File: config.mk
export PLATFORM = sky130hd
export DESIGN_NAME = uart_rx_flat
export DESIGN_NICKNAME = d
export VERILOG_FILES = /design/src/rtl/uart_pkg.sv /design/src/rtl/uart_rx_if.sv /design/src/rtl/uart_rx_sync.sv /design/src/rtl/uart_rx.sv /design/src/flat_wrapper.sv
export SDC_FILE = /design/constraint.sdc
export NUM_CORES = 1
export LEC_CHECK = 0
export ABC_AREA = 1
export BUFFER_PORTS_ARGS = -buffer_cell sky130_fd_sc_hd__buf_2
export CORE_ASPECT_RATIO = 1.5
export CORE_MARGIN = 1.5
export CORE_UTILIZATION = 42
export DETAILED_ROUTE_END_ITERATION = 16
export MAX_ROUTING_LAYER = met4
export PLACE_DENSITY = 0.71
export SLEW_MARGIN = 20
export SYNTH_ARGS = -nofsm -noshare
export SYNTH_HDL_FRONTEND = slang
export SYNTH_SLANG_ARGS = --single-unit
File: constraint.sdc
create_clock -name UART_RX_CLOCK_50 -period 1.7 [get_ports UART_RX_CLOCK_50]
set_input_delay 0.255 -clock UART_RX_CLOCK_50 [delete_from_list [all_inputs] [get_ports UART_RX_CLOCK_50]]
set_output_delay 0.255 -clock UART_RX_CLOCK_50 [all_outputs]
set_load 0.01 [all_outputs]
File: src/rtl/uart_pkg.sv
// Shared UART definitions used by the TX and RX cores on the same serial link.
package uart_pkg;

  localparam int UART_STATE_SIZE = 3;

  // Cycles per bit for a 50 MHz system clock.
  localparam int CPB_115200 = 434;
  localparam int CPB_57600  = 868;
  localparam int CPB_19200  = 2604;
  localparam int CPB_9600   = 5208;

  typedef enum logic [UART_STATE_SIZE-1:0] {
    IDLE  = 3'd0,
    START = 3'd1,
    DATA  = 3'd2,
    STOP  = 3'd3,
    DONE  = 3'd4,
    BREAK = 3'd5
  } uart_state_t;

endpackage

File: src/rtl/uart_rx_if.sv
// Serial-in / byte-out bundle between the board RX pin, the receiver and user logic.
interface uart_rx_if #(
  parameter int DATAWIDTH_BUS = 8
);

  logic                     UART_RX_rx_In;
  logic [DATAWIDTH_BUS-1:0] UART_RX_data_Out;
  logic                     UART_RX_newData_Out;
  logic                     UART_RX_frameError_Out;
  logic                     UART_RX_busy_Out;

  modport master (
    output UART_RX_rx_In,
    input  UART_RX_data_Out,
    input  UART_RX_newData_Out,
    input  UART_RX_frameError_Out,
    input  UART_RX_busy_Out
  );

  modport slave (
    input  UART_RX_rx_In,
    output UART_RX_data_Out,
    output UART_RX_newData_Out,
    output UART_RX_frameError_Out,
    output UART_RX_busy_Out
  );

endinterface

File: src/rtl/uart_rx_sync.sv
// Two-flop synchroniser for the asynchronous rx line; resets to the idle (high) level.
module uart_rx_sync (
  input  logic clk,
  input  logic rst_n,
  input  logic d,
  output logic q
);

  logic meta_r;
  logic q_r;

  // Metastability filter chain.
  always_ff @(posedge clk or negedge rst_n) begin
    if (!rst_n) begin
      meta_r <= 1'b1;
      q_r    <= 1'b1;
    end else begin
      meta_r <= d;
      q_r    <= meta_r;
    end
  end

  assign q = q_r;

endmodule

File: src/rtl/uart_rx.sv
// 8N1 UART receiver: mid-bit sampling, one-cycle newData strobe, stop-bit framing error flag.
module uart_rx
  import uart_pkg::*;
#(
  parameter int CLOCK_PER_BIT = CPB_115200,
  parameter int DATAWIDTH_BUS = 8,
  parameter int STATE_SIZE    = UART_STATE_SIZE
) (
  input  logic     UART_RX_CLOCK_50,
  input  logic     UART_RX_RESET_InLow,
  uart_rx_if.slave bus
);

  localparam int CNT_W = $clog2(CLOCK_PER_BIT);
  localparam int IDX_W = $clog2(DATAWIDTH_BUS);
  localparam logic [CNT_W-1:0] CNT_LAST = CNT_W'(CLOCK_PER_BIT - 1);
  localparam logic [CNT_W-1:0] CNT_HALF = CNT_W'((CLOCK_PER_BIT - 1) / 2);
  localparam logic [IDX_W-1:0] IDX_LAST = IDX_W'(DATAWIDTH_BUS - 1);

  logic                     rx_s;
  logic [STATE_SIZE-1:0]    state_r;
  uart_state_t              state_nxt_s;
  logic [CNT_W-1:0]         clk_cnt_r,  clk_cnt_nxt_s;
  logic [IDX_W-1:0]         bit_idx_r,  bit_idx_nxt_s;
  logic [DATAWIDTH_BUS-1:0] sr_r,       sr_nxt_s;
  logic [DATAWIDTH_BUS-1:0] data_r,     data_nxt_s;
  logic                     new_data_r, new_data_nxt_s;
  logic                     frame_err_r, frame_err_nxt_s;
  logic                     busy_r;

  uart_rx_sync u_sync (
    .clk   (UART_RX_CLOCK_50),
    .rst_n (UART_RX_RESET_InLow),
    .d     (bus.UART_RX_rx_In),
    .q     (rx_s)
  );

  // State, counters, shift register and registered outputs.
  always_ff @(posedge UART_RX_CLOCK_50 or negedge UART_RX_RESET_InLow) begin
    if (!UART_RX_RESET_InLow) begin
      state_r     <= STATE_SIZE'(IDLE);
      clk_cnt_r   <= {CNT_W{1'b0}};
      bit_idx_r   <= {IDX_W{1'b0}};
      sr_r        <= {DATAWIDTH_BUS{1'b0}};
      data_r      <= {DATAWIDTH_BUS{1'b0}};
      new_data_r  <= 1'b0;
      frame_err_r <= 1'b0;
      busy_r      <= 1'b0;
    end else begin
      state_r     <= STATE_SIZE'(state_nxt_s);
      clk_cnt_r   <= clk_cnt_nxt_s;
      bit_idx_r   <= bit_idx_nxt_s;
      sr_r        <= sr_nxt_s;
      data_r      <= data_nxt_s;
      new_data_r  <= new_data_nxt_s;
      frame_err_r <= frame_err_nxt_s;
      busy_r      <= (state_nxt_s != IDLE);
    end
  end

  // Next-state and datapath decode.
  always_comb begin
    state_nxt_s     = IDLE;
    clk_cnt_nxt_s   = clk_cnt_r + CNT_W'(1);
    bit_idx_nxt_s   = bit_idx_r;
    sr_nxt_s        = sr_r;
    data_nxt_s      = data_r;
    new_data_nxt_s  = 1'b0;
    frame_err_nxt_s = frame_err_r;

    case (uart_state_t'(state_r))
      IDLE: begin
        clk_cnt_nxt_s = {CNT_W{1'b0}};
        bit_idx_nxt_s = {IDX_W{1'b0}};
        if (!rx_s) begin
          state_nxt_s = START;
        end else begin
          state_nxt_s = IDLE;
        end
      end

      START: begin
        if (clk_cnt_r == CNT_HALF) begin
          clk_cnt_nxt_s = {CNT_W{1'b0}};
          if (!rx_s) begin
            state_nxt_s = DATA;
          end else begin
            state_nxt_s = IDLE;
          end
        end else begin
          state_nxt_s = START;
        end
      end

      DATA: begin
        if (clk_cnt_r == CNT_LAST) begin
          clk_cnt_nxt_s = {CNT_W{1'b0}};
          sr_nxt_s      = {rx_s, sr_r[DATAWIDTH_BUS-1:1]};
          if (bit_idx_r == IDX_LAST) begin
            state_nxt_s = STOP;
          end else begin
            bit_idx_nxt_s = bit_idx_r + IDX_W'(1);
            state_nxt_s   = DATA;
          end
        end else begin
          state_nxt_s = DATA;
        end
      end

      STOP: begin
        if (clk_cnt_r == CNT_LAST) begin
          clk_cnt_nxt_s = {CNT_W{1'b0}};
          if (rx_s) begin
            data_nxt_s      = sr_r;
            new_data_nxt_s  = 1'b1;
            frame_err_nxt_s = 1'b0;
            state_nxt_s     = DONE;
          end else begin
            frame_err_nxt_s = 1'b1;
            state_nxt_s     = BREAK;
          end
        end else begin
          state_nxt_s = STOP;
        end
      end

      DONE: begin
        clk_cnt_nxt_s = {CNT_W{1'b0}};
        bit_idx_nxt_s = {IDX_W{1'b0}};
        state_nxt_s   = IDLE;
      end

      // Hold off re-triggering until the line returns high after a break.
      BREAK: begin
        clk_cnt_nxt_s = {CNT_W{1'b0}};
        bit_idx_nxt_s = {IDX_W{1'b0}};
        if (rx_s) begin
          state_nxt_s = IDLE;
        end else begin
          state_nxt_s = BREAK;
        end
      end

      default: begin
        clk_cnt_nxt_s = {CNT_W{1'b0}};
        bit_idx_nxt_s = {IDX_W{1'b0}};
        state_nxt_s   = IDLE;
      end
    endcase
  end

  assign bus.UART_RX_data_Out       = data_r;
  assign bus.UART_RX_newData_Out    = new_data_r;
  assign bus.UART_RX_frameError_Out = frame_err_r;
  assign bus.UART_RX_busy_Out       = busy_r;

endmodule
File: src/flat_wrapper.sv
// flat-port wrapper written by rule: the top's interface ports become plain ports
module uart_rx_flat import uart_pkg::*;
#(
  parameter int CLOCK_PER_BIT = CPB_115200,
  parameter int DATAWIDTH_BUS = 8,
  parameter int STATE_SIZE    = UART_STATE_SIZE
)
  (UART_RX_CLOCK_50, UART_RX_RESET_InLow, bus_UART_RX_rx_In, bus_UART_RX_data_Out, bus_UART_RX_newData_Out, bus_UART_RX_frameError_Out, bus_UART_RX_busy_Out);
  uart_rx_if #(.DATAWIDTH_BUS(DATAWIDTH_BUS)) bus_i ();
  input  logic UART_RX_CLOCK_50;
  input  logic UART_RX_RESET_InLow;
  input wire logic [$bits(bus_i.UART_RX_rx_In)-1:0] bus_UART_RX_rx_In;
  output wire logic [$bits(bus_i.UART_RX_data_Out)-1:0] bus_UART_RX_data_Out;
  output wire logic [$bits(bus_i.UART_RX_newData_Out)-1:0] bus_UART_RX_newData_Out;
  output wire logic [$bits(bus_i.UART_RX_frameError_Out)-1:0] bus_UART_RX_frameError_Out;
  output wire logic [$bits(bus_i.UART_RX_busy_Out)-1:0] bus_UART_RX_busy_Out;
  assign bus_i.UART_RX_rx_In = bus_UART_RX_rx_In;
  assign bus_UART_RX_data_Out = bus_i.UART_RX_data_Out;
  assign bus_UART_RX_newData_Out = bus_i.UART_RX_newData_Out;
  assign bus_UART_RX_frameError_Out = bus_i.UART_RX_frameError_Out;
  assign bus_UART_RX_busy_Out = bus_i.UART_RX_busy_Out;
  uart_rx #(.CLOCK_PER_BIT(CLOCK_PER_BIT), .DATAWIDTH_BUS(DATAWIDTH_BUS), .STATE_SIZE(STATE_SIZE)) u_core (.UART_RX_CLOCK_50(UART_RX_CLOCK_50), .UART_RX_RESET_InLow(UART_RX_RESET_InLow), .bus(bus_i));
endmodule
### After elaboration in Yosys (flattened, before gate mapping)

Cells that the tools add are included.

* bits in registers: 36
* logic and storage cells: 49

* $add $sub $neg: 2
* eq/ne operators: 9
* mux-type cells: 19
* bitwise logic cells: 1
* reductions and logical operators: 8

Operators with widths (number)
* 9-bit 2-to-1 mux: 2
* 9-bit one-hot mux with 2 select lines: 1
* 3-bit one-hot mux with 5 select lines: 1
* 3-bit 2-to-1 mux: 4
* 9-bit by 1-bit adder with 9-bit output, second input constant: 1
* 9-bit by 8-bit equality test with 1-bit output, second input constant: 1
* 9-bit equality test, second input constant: 1
* 1-bit 2-to-1 mux: 8
* 3-bit by 2-bit equality test with 1-bit output, second input constant: 2
* 3-bit equality test, second input constant: 2
* 3-bit one-hot mux with 2 select lines: 1
* 3-bit AND reduction: 2
* 2-bit 2-to-1 mux: 2
* 2-bit AND reduction: 2
* 2-bit OR reduction: 2
* 3-bit by 1-bit adder with 3-bit output, second input constant: 1
* 3-bit by 1-bit equality test with 1-bit output, second input constant: 1
* 3-bit zero test: 1
* 3-bit nonzero test: 1
* 2-bit by 1-bit inequality test with 1-bit output, second input constant: 1
* 2-bit inequality test, second input constant: 1
* 1-bit NOT: 1

### Logic depth before layout (Yosys ltp)

Gate-level depths: netlist (run 1).

* depth after elaboration: 5
* gate-level depth with buffers: 10
* depth with buffers taken out: 10

### Hierarchy

Synthesis (run 1) repeated with hierarchy kept, for this count alone.

* cell total of the unflattened synthesis: 201
* area, all modules: 1736.7 um^2

By module, submodules not included
* uart_rx: instances 1, cells each 199, area an instance 1684.1 um^2, sequential area each 850.8 um^2
* uart_rx_sync: instances 1, cells each 2, area an instance 52.6 um^2, sequential area each 52.6 um^2

### Worst setup path after synthesis (run 1)

OpenSTA, ideal clock, no wires.

* path kind: register to register
* start point: register u_core.clk_cnt_r[1]
* end point: register u_core.data_r[5], in the netlist u_core.bus.UART_RX_data_Out[5]
* setup time: 117 ps
* arrival: 1273 ps
* data required time: 1583 ps
* path slack: 309 ps
* cell stages (with the launch flop): 11
* path through: dfrtp_1 inv_1 ha_1 nand2_1 inv_1 nand2_2 nor2_8 nand3_4 buf_6 nand2_2 o21ai_2

* cells in the longest elaborated chain, start to end: 2

RTL lines
* start: declaration: RTL line uart_rx.sv:23 `logic [CNT_W-1:0] clk_cnt_r, clk_cnt_nxt_s;`
* start signal: assignment: RTL line uart_rx.sv:42 `clk_cnt_r <= {CNT_W{1'b0}};`
* start signal: assignment: RTL line uart_rx.sv:51 `clk_cnt_r <= clk_cnt_nxt_s;`
* 9-bit equality test: RTL line uart_rx.sv:111 `if (clk_cnt_r == CNT_LAST) begin`
* 3-bit AND reduction (no source line)
* end signal: assignment: RTL line uart_rx.sv:45 `data_r <= {DATAWIDTH_BUS{1'b0}};`
* end signal: assignment: RTL line uart_rx.sv:54 `data_r <= data_nxt_s;`
* end: declaration: RTL line uart_rx.sv:26 `logic [DATAWIDTH_BUS-1:0] data_r, data_nxt_s;`

Every way passes these cells.
A chain may end at the register's enable or synchronous reset.

### Worst setup path in the final report (run 1)

* start point: register u_core.clk_cnt_r[1]
* end point: register u_core.data_r[0], in the netlist u_core.bus.UART_RX_data_Out[0]

Same word-level chain as after synthesis.

==> impl_metrics.ini, run 1 <==
[critical_path]
cpMostUsedCell = nand2_1
arrival_ns = 1.67
crit_path_end_kind = flip-flop
r2r-start = u_core.clk_cnt_r[1]$_DFF_PN0_
setup.worst_path.start_class = flip-flop
crit_slowest_cell = dfrtp_1
cp_max_fo = 8
critPathMaxStageDelay_ns = 0.40
r2r_setup_slack_ns = 0.26
worstPathCellList = inv_1, ha_1, nand2_1, inv_1, nand2_2, nor2_8, nand3_4, clkinv_1, nand2_1, nand2_1
worst-path-buf-inv = 3
r2r_end = u_core.bus.UART_RX_data_Out[0]$_DFFE_PN0P_
cp_top_family = simple AND/OR/NAND/NOR gates
worstPathRequired_ns = 1.93
crit_type = reg -> reg
reg2reg_depth = 10

[die]
ioPinCount = 14
die_h_um = 81.8
die_w_um = 55.5
core_mm2 = 0.00396
start_util_pct = 43.9
dieArea_mm2 = 0.00454
fp-row-count = 28

[placed_design]
place_congestion = 0.860
placed_area_mm2 = 0.00184
place_hpwl_um = 2150
dp_cells = 253
port_buffers = 13
pre_cts_slack_ns = 0.178

[sta]
skew_ns = 0.00240
grt_setup_unrepaired = false
fin_crit_sh_pct = 84.8
setup_slack_ns = 0.258
tightest_slew_ns = 0.440
timing.fmax_ghz = 0.693
final-max-slew-violation-count = 0
setup_tns_ns = 0
period_minus_slack_ns = 1.44
setup_violations = 0
final_hold_viol_count = 0
whs_ns = 0.0000240
relSlewSlack_pct = 70.7

[drt]
route.vias.total = 1222
firstDrtPassIters = 4
wl_per_cell_um = 11.3
drc = 0
ant_nets = 0
wirelength_um = 2960
avgViaCountPerCell = 4.66
drt_iter0_drc = 17

[clock_network]
post_cts_buffers = 0
clk_latency_ns = 0.28
cts_tree = yes
clockRootBuffer = clkbuf_8
cts_buffers = 5
clockBufferDepth = 2
cts.htree.levels = 2
numClockSinks = 36
clkTransAtPathRegs_ns = 0.07

[pwr]
p_leak_nw = 1.01
ir_drop_v = 0.000836
powerDensity_mw_per_mm2 = 769

[finish]
final_cell_area_mm2 = 0.00195
drive_gt1_share_pct = 23.0
area_growth_pct = 12.5
final_cells = 262
fillerInstances = 387
nets = 224
diodes = 0

[synthesis]
ys_seq_elements = 36
ys_seq_area_share_pct = 52.0
syn-cell-area_mm2 = 0.00174
synthCells = 196
yosys_warnings = 0
ys_types = 26
syn_area_per_cell_um2 = 8.87
syn_nets = 204

[grt]
grt_pass1_wl_um = 4890
grt_max_degree = 37
grt_remaining_overflow = 0
antenna_found_initial = 0
grt_usage_pct = 14.5
grt_pass1_vias = 1176

[run_status]
outcome = finished, final reports clean

[min_path]
min_path_type = in -> async

[flow_run]
max_cap_viol_count = 0
==> registers in the layout (all words and copies together), names as in the netlist <==
signal	flops
u_core.bit_idx_r	3
u_core.clk_cnt_r	9
u_core.u_sync.q	1
u_core.u_sync.meta_r	1
u_core.bus.UART_RX_busy_Out	1
u_core.bus.UART_RX_data_Out	8
u_core.bus.UART_RX_frameError_Out	1
u_core.state_r	3
u_core.bus.UART_RX_newData_Out	1
u_core.sr_r	8
==> layout make-up <==
| type | count | area [um^2] | area share [%] |
|---|---|---|---|
| sequential | 36 | 903 | 46.2 |
| multi-input combinational | 126 | 704 | 36.0 |
| inverter | 33 | 125 | 6.40 |
| clock buffer | 6 | 82.6 | 4.23 |
| timing repair buffer | 14 | 72.6 | 3.71 |
| tap | 45 | 56.3 | 2.88 |
| clock inverter | 2 | 10.0 | 0.512 |
==> metrics by stage <==
stage | total power, W | util, %
detailed placement | 0.000903 | 46.6
floorplan | 0.000881 | -
CTS | 0.00153 | 48.9
global route | 0.00155 | 49.4
finish | 0.00150 | 49.4
global placement | 0.000903 | 46.6
==> layout by cell type, fill, tap and decap left out, drive strengths merged <==
| cell type | count |
|---|---|
| clkbuf | 6 |
| ha | 5 |
| buf | 14 |
| o21ai | 19 |
| nor3 | 3 |
| nor2 | 24 |
| xor2 | 2 |
| dfstp | 2 |
| xnor2 | 1 |
| dfrtp | 34 |
| clkinv | 4 |
| nand3 | 9 |
| inv | 31 |
| a21oi | 2 |
| nand4 | 2 |
| or2 | 1 |
| nand2 | 58 |
==> worst max path at each step <==
stage,slack (ns),cells after the start,to,from
after CTS,0.16,9,u_core.bus.UART_RX_data_Out[2]$_DFFE_PN0P_,u_core.clk_cnt_r[1]$_DFF_PN0_
final,0.26,10,u_core.bus.UART_RX_data_Out[0]$_DFFE_PN0P_,u_core.clk_cnt_r[1]$_DFF_PN0_
after global routing,0.06,9,u_core.clk_cnt_r[1]$_DFF_PN0_,u_core.clk_cnt_r[1]$_DFF_PN0_
after floorplan,0.31,10,u_core.bus.UART_RX_data_Out[5]$_DFFE_PN0P_,u_core.clk_cnt_r[1]$_DFF_PN0_
after global placement,0.23,9,u_core.bus.UART_RX_data_Out[2]$_DFFE_PN0P_,u_core.clk_cnt_r[1]$_DFF_PN0_
after detailed placement,0.18,9,u_core.bus.UART_RX_data_Out[2]$_DFFE_PN0P_,u_core.clk_cnt_r[1]$_DFF_PN0_
==> logic make-up (layout without fill, tap and decap cells) <==
kind of cell | after synthesis | count (layout) | synth area share, %
AO/OA/AOI/OAI | 21 | 21 | 7.56
buffers and inverters | 35 | 55 | 8.49
flip-flops | 36 | 36 | 52.0
adder cells (fa/ha/maj) | 5 | 5 | 3.60
AND/OR/NAND/NOR | 96 | 97 | 26.9
XOR/XNOR | 3 | 3 | 1.51
==> power by group <==
part | switching, W | internal [W]
logic | 0.0000186 | 0.00000389
registers | 0.00000352 | 0.000861
clock network | 0.000293 | 0.000323
==> synthesized netlist by cell type (all sizes together) <==
library cell | number | area share (%)
dfstp | 2 | 3.0
buf | 2 | 1.3
nand2 | 58 | 14
nor2 | 24 | 6.7
nand3 | 8 | 3.0
clkinv | 2 | 0.50
nor3 | 3 | 2.1
inv | 31 | 6.7
nand4 | 2 | 0.72
o21ai | 19 | 7.0
dfrtp | 34 | 49
or2 | 1 | 0.36
xor2 | 2 | 1.0
xnor2 | 1 | 0.50
a21oi | 2 | 0.58
ha | 5 | 3.6
==> per-layer routing <==
| layer | global-route usage, % | share of wire (%) | wire length (um) | vias up |
|---|---|---|---|---|
| met5 | - | 0 | 0 | - |
| li1 | - | - | - | 639 |
| met1 | 14.4 | 41 | 1220 | 560 |
| met2 | 26.5 | 53 | 1580 | 16 |
| met3 | 3.31 | 2.5 | 75 | 7 |
| met4 | 7.32 | 2.6 | 76 | 0 |
==> worst reg2reg max path, cell delays in order (launching register included) <==
cell and delay (ns):
dfrtp_1 0.40, inv_1 0.08, ha_1 0.14, nand2_1 0.06
inv_1 0.07, nand2_2 0.08, nor2_8 0.18, nand3_4 0.17
clkinv_1 0.10, nand2_1 0.05, nand2_1 0.05
==> what timing repair did <==
item | CTS | global route
gates resized for setup | 0 | 1
hold buffers | 0 | 0
setup endpoints to repair | 0 | 2
Note: power is estimated with default switching activity, not from simulation.
==> inputs of run 2 (changes only) <==
--- a/config.mk
+++ b/config.mk
@@ -12,7 +12,7 @@
 export CORE_UTILIZATION = 42
 export DETAILED_ROUTE_END_ITERATION = 16
 export MAX_ROUTING_LAYER = met4
-export PLACE_DENSITY = 0.71
+export PLACE_DENSITY = 0.74
 export SLEW_MARGIN = 20
 export SYNTH_ARGS = -nofsm -noshare
 export SYNTH_HDL_FRONTEND = slang
==> constraint.sdc (replaced) <==
create_clock -name UART_RX_CLOCK_50 -period 1.3 [get_ports UART_RX_CLOCK_50]
set_input_delay 0.195 -clock UART_RX_CLOCK_50 [delete_from_list [all_inputs] [get_ports UART_RX_CLOCK_50]]
set_output_delay 0.195 -clock UART_RX_CLOCK_50 [all_outputs]
set_load 0.01 [all_outputs]
==> impl_metrics.ini, run 2 (synthesis gave the netlist of run 1 again) <==
[critical_path]
crit_path_end_kind = flip-flop
cp_max_fo = 8
critPathMaxStageDelay_ns = 0.39
worstPathCellList = inv_2, ha_4, nand2_4, inv_4, nand2_4, nor2_8, nand3_4, nand2_2, o21ai_2
crit_type = reg -> reg
crit_slowest_cell = dfrtp_1
cp_top_family = simple AND/OR/NAND/NOR gates
setup.worst_path.start_class = flip-flop
arrival_ns = 1.58
worstPathRequired_ns = 1.48
cpMostUsedCell = nand2_4
worst-path-buf-inv = 2

[sta]
skew_ns = 0.00970
setup_slack_ns = -0.0989
tightest_slew_ns = 0.353
period_minus_slack_ns = 1.40
grt_setup_unrepaired = true
setup_tns_ns = -1.60
final-max-slew-violation-count = 0
final_hold_viol_count = 0
relSlewSlack_pct = 76.4
timing.fmax_ghz = 0.715
fin_crit_sh_pct = 108
setup_violations = 30

[clock_network]
clkTransAtPathRegs_ns = 0.08
clockBufferDepth = 2
cts_buffers = 5
cts.htree.levels = 2
cts_tree = yes
clk_latency_ns = 0.29
numClockSinks = 36
clockRootBuffer = clkbuf_8

[grt]
grt_usage_pct = 17.1
grt_remaining_overflow = 0
grt_max_degree = 37
antenna_found_initial = 0
grt_pass1_vias = 1411
grt_pass1_wl_um = 5930

[flow_run]
max_cap_viol_count = 0

[pwr]
power_w = 0.00214
p_leak_nw = 1.13
ir_drop_v = 0.00111
powerDensity_mw_per_mm2 = 951

[finish]
final_cell_mix = 38 x nand2_1, 33 x dfrtp_1, 23 x inv_1, 15 x buf_4, 14 x nand2_2
fillerInstances = 337
nets = 241
area_growth_pct = 29.6
largest_reg_flops = 9
top_register = u_core.clk_cnt_r
diodes = 0
drive_gt1_share_pct = 41.9
layout_commonest_cell = nand2_1
final_util_pct = 56.9

[drt]
drc = 0
route.vias.total = 1357
drt_iter0_drc = 33
ant_nets = 0
avgViaCountPerCell = 4.86
wl_per_cell_um = 12.8
firstDrtPassIters = 4
wirelength_um = 3560

[die]
ioPinCount = 14
dieArea_mm2 = 0.00454
die_w_um = 55.5
start_util_pct = 43.9
core_mm2 = 0.00396
die_h_um = 81.8
fp-row-count = 28

[placed_design]
place_hpwl_um = 2180
place_congestion = 0.784
pre_cts_slack_ns = -0.152
port_buffers = 13

[run_status]
outcome = finished, violations left
violations = negative setup slack

[min_path]
min_path_type = reg -> reg
run 2: cell count changes in the layout (fill, tap and decap cells not counted), sizes merged:
cell and delta:
buf +15, bufinv +1, clkbuf -1, clkinv -1, clkinvlp +1, dlygate4sd3 +2
run 2: final cells by class:
| class | count | area, um^2 | share of cell area, % |
|---|---|---|---|
| flip-flops and latches | 36 | 905 | 40.2 |
| multi-input cells | 126 | 830 | 36.8 |
| repair buffers | 31 | 218 | 9.67 |
| inverters | 33 | 133 | 5.89 |
| clock buffers | 5 | 68.8 | 3.06 |
| well taps | 45 | 56.3 | 2.50 |
| clock inverters | 3 | 42.5 | 1.89 |
run 2: routing by layer:
layer	GRT usage (%)	share of wire (%)	vias up
met1	17.0	40	646
met4	9.51	2.5	0
met3	3.62	2.5	10
met5	-	0	-
met2	31.0	55	24
li1	-	-	677
run 2: worst register-to-register path: stages, from the launching register on:
cell     delay, ns
dfrtp_1       0.39
inv_2         0.08
ha_4          0.14
nand2_4       0.06
inv_4         0.06
nand2_4       0.06
nor2_8        0.16
nand3_4       0.18
nand2_2       0.13
o21ai_2       0.05
run 2: path summary, 6_finish.rpt:
kind	from	endpoint	slack, ns	depth (start not counted)
setup / recovery	u_core.clk_cnt_r[1]$_DFF_PN0_	u_core.bus.UART_RX_data_Out[7]$_DFFE_PN0P_	-0.1	9
hold / removal	u_core.u_sync.meta_r$_DFF_PN1_	u_core.u_sync.q$_DFF_PN1_	0.36	0
setup reg to reg	u_core.clk_cnt_r[1]$_DFF_PN0_	u_core.bus.UART_RX_data_Out[7]$_DFFE_PN0P_	-0.1	9
hold reg to reg	u_core.u_sync.meta_r$_DFF_PN1_	u_core.u_sync.q$_DFF_PN1_	0.36	0
max in group asynchronous	UART_RX_RESET_InLow	u_core.u_sync.q$_DFF_PN1_	0.65	3
min in group asynchronous	UART_RX_RESET_InLow	u_core.state_r[1]$_DFF_PN0_	0.39	3
run 2: metrics by stage:
step	instance area, um^2	instances	hold slack [ns]
6_report	2250	279	0.358
3_5_place_dp	1940	264	0.171
2_1_floorplan	1740	196	-0.101
4_1_cts	2160	277	0.358
5_1_grt	2250	279	0.365
3_3_place_gp	1940	264	0.170
run 2: what timing repair did:
| action | 4_1_cts | 5_1_grt |
|---|---|---|
| gates cloned | 1 | 0 |
| endpoints found under the hold margin | 35 | 0 |
| endpoints found under the setup margin | 32 | 34 |
| resized for setup | 23 | 23 |
| pin swaps | 10 | 7 |
| setup buffers | 2 | 2 |
| hold buffers | 2 | 0 |
run 2: where the power goes:
| part | switching [W] | internal [W] | leakage [nW] |
|---|---|---|---|
| Sequential | 0.00000431 | 0.00112 | 0.474 |
| Combinational | 0.0000262 | 0.0000133 | 0.597 |
| Clock | 0.000406 | 0.000567 | 0.0541 |
| Total | 0.000437 | 0.00171 | 1.13 |
==> inputs of run 3 (changes only) <==
--- a/config.mk
+++ b/config.mk
@@ -6,13 +6,13 @@
 export NUM_CORES = 1
 export LEC_CHECK = 0
 export ABC_AREA = 1
-export BUFFER_PORTS_ARGS = -buffer_cell sky130_fd_sc_hd__buf_2
 export CORE_ASPECT_RATIO = 1.5
 export CORE_MARGIN = 1.5
 export CORE_UTILIZATION = 42
 export DETAILED_ROUTE_END_ITERATION = 16
+export DONT_BUFFER_PORTS = 1
 export MAX_ROUTING_LAYER = met4
-export PLACE_DENSITY = 0.74
+export PLACE_DENSITY = 0.71
 export SLEW_MARGIN = 20
 export SYNTH_ARGS = -nofsm -noshare
 export SYNTH_HDL_FRONTEND = slang
==> impl_metrics.ini, run 3 (synthesis gave the netlist of run 1 again) <==
[run_status]
outcome = finished, violations left
violations = negative setup slack

[finish]
fillerInstances = 322
final_cell_mix = 33 x nand2_1, 33 x dfrtp_1, 24 x inv_1, 20 x nand2_2, 19 x buf_4
top_register = u_core.clk_cnt_r
diodes = 0
final_cells = 272
final_util_pct = 57.5
drive_gt1_share_pct = 43.2
largest_reg_flops = 9
area_growth_pct = 30.9
nets = 234

[die]
die_h_um = 81.8
fp-row-count = 28
dieArea_mm2 = 0.00454
ioPinCount = 14
core_mm2 = 0.00396
die_w_um = 55.5
start_util_pct = 43.9

[critical_path]
crit_type = reg -> reg
cp_max_fo = 2
r2r-start = u_core.clk_cnt_r[1]$_DFF_PN0_
setup.worst_path.start = u_core.clk_cnt_r[1]$_DFF_PN0_
crit_path_end_kind = flip-flop
worstPathRequired_ns = 1.48
setup.worst_path.start_class = flip-flop
arrival_ns = 1.66

[sta]
grt_setup_unrepaired = true
timing.fmax_ghz = 0.679
tightest_slew_ns = 0.360
final-max-slew-violation-count = 0
relSlewSlack_pct = 75.9
setup_slack_ns = -0.172
period_minus_slack_ns = 1.47
setup_violations = 32
final_hold_viol_count = 0
fin_crit_sh_pct = 113
skew_ns = 0.0112

[grt]
antenna_found_initial = 0
grt_usage_pct = 17.9
grt_max_degree = 37
grt_remaining_overflow = 0
grt_pass1_vias = 1406
grt_pass1_wl_um = 6020

[clock_network]
cts_tree = yes
cts_buffers = 5
clk_latency_ns = 0.30
numClockSinks = 36
clkTransAtPathRegs_ns = 0.07
cts.htree.levels = 2
clockRootBuffer = clkbuf_8
clockBufferDepth = 2

[min_path]
min_path_type = in -> async

[placed_design]
place_congestion = 0.797
pre_cts_slack_ns = -0.186
place_hpwl_um = 2150
port_buffers = 0
dp_cells = 253

[drt]
wl_per_cell_um = 14.2
firstDrtPassIters = 4
avgViaCountPerCell = 4.99
drt_iter0_drc = 34
wirelength_um = 3860
ant_nets = 0
route.vias.total = 1358
drc = 0

[flow_run]
max_cap_viol_count = 0

[pwr]
p_leak_nw = 1.08
ir_drop_v = 0.00105
powerDensity_mw_per_mm2 = 853
power_w = 0.00194
run 3: cell types whose count changed in the layout (fill, tap and decap cells not counted), moves of 3 or more:
cell     previous run  this run
nand2_2            14        20
nand3_2             1         4
buf_4              15        19
nand3_1             6         3
nand2_1            38        33
buf_2              13         0
run 3: path summary, 6_finish.rpt:
path	endpoint	slack [ns]	cells after the start
max	u_core.bus.UART_RX_busy_Out$_DFF_PN0_	-0.17	10
min	u_core.bus.UART_RX_data_Out[5]$_DFFE_PN0P_	0.34	2
max reg2reg	u_core.bus.UART_RX_busy_Out$_DFF_PN0_	-0.17	10
min reg2reg	u_core.u_sync.q$_DFF_PN1_	0.36	0
max in group asynchronous	u_core.u_sync.meta_r$_DFF_PN1_	0.70	2
min in group UART_RX_CLOCK_50	u_core.u_sync.q$_DFF_PN1_	0.36	0
run 3: final cells by class:
cell class / count / area, um^2 / area share (%)
flip-flops and latches: 36 / 905 / 39.8
multi-input cells: 127 / 893 / 39.3
repair buffers: 23 / 203 / 8.91
inverters: 33 / 136 / 6.00
clock buffers: 7 / 76.3 / 3.36
well taps: 45 / 56.3 / 2.48
clock inverters: 1 / 5.00 / 0.220
run 3: repair_timing:
item,4_1_cts,5_1_grt
endpoints found under the setup margin,31,34
pin swaps,12,9
hold buffers,3,0
cloned,1,1
resized for setup,33,25
buffers inserted,4,2
hold endpoints to repair,37,0
run 3: report_power, final:
group          switching, W  internal (W)   total, W
Clock              0.000398      0.000376   0.000773
Sequential       0.00000445       0.00113    0.00113
Combinational     0.0000258     0.0000116  0.0000374
run 3: critical path, stage by stage (launching register included):
cell	delay, ns
dfrtp_1	0.40
inv_2	0.09
buf_4	0.13
ha_4	0.12
nand2_2	0.05
nor2_2	0.12
nand2_1	0.07
nand2_2	0.10
nand3_2	0.09
nor2_2	0.11
nand2_1	0.07
run 3: stage by stage:
stage | TNS [ns] | hold slack (ns) | area, um^2
floorplan | -0.299 | -0.101 | 1740
global placement | -1.87 | -0.0997 | 1880
detailed placement | -2.84 | -0.0998 | 1880
CTS | -2.46 | 0.343 | 2160
global route | -5.63 | 0.362 | 2270
finish | -3.72 | 0.341 | 2270
run 3: routing by layer:
metal	GRT usage, %	vias up	routed length [um]
li1	-	660	-
met1	18.3	666	1460
met2	32.0	20	2140
met3	4.09	12	130
met4	9.51	0	124
met5	-	-	0
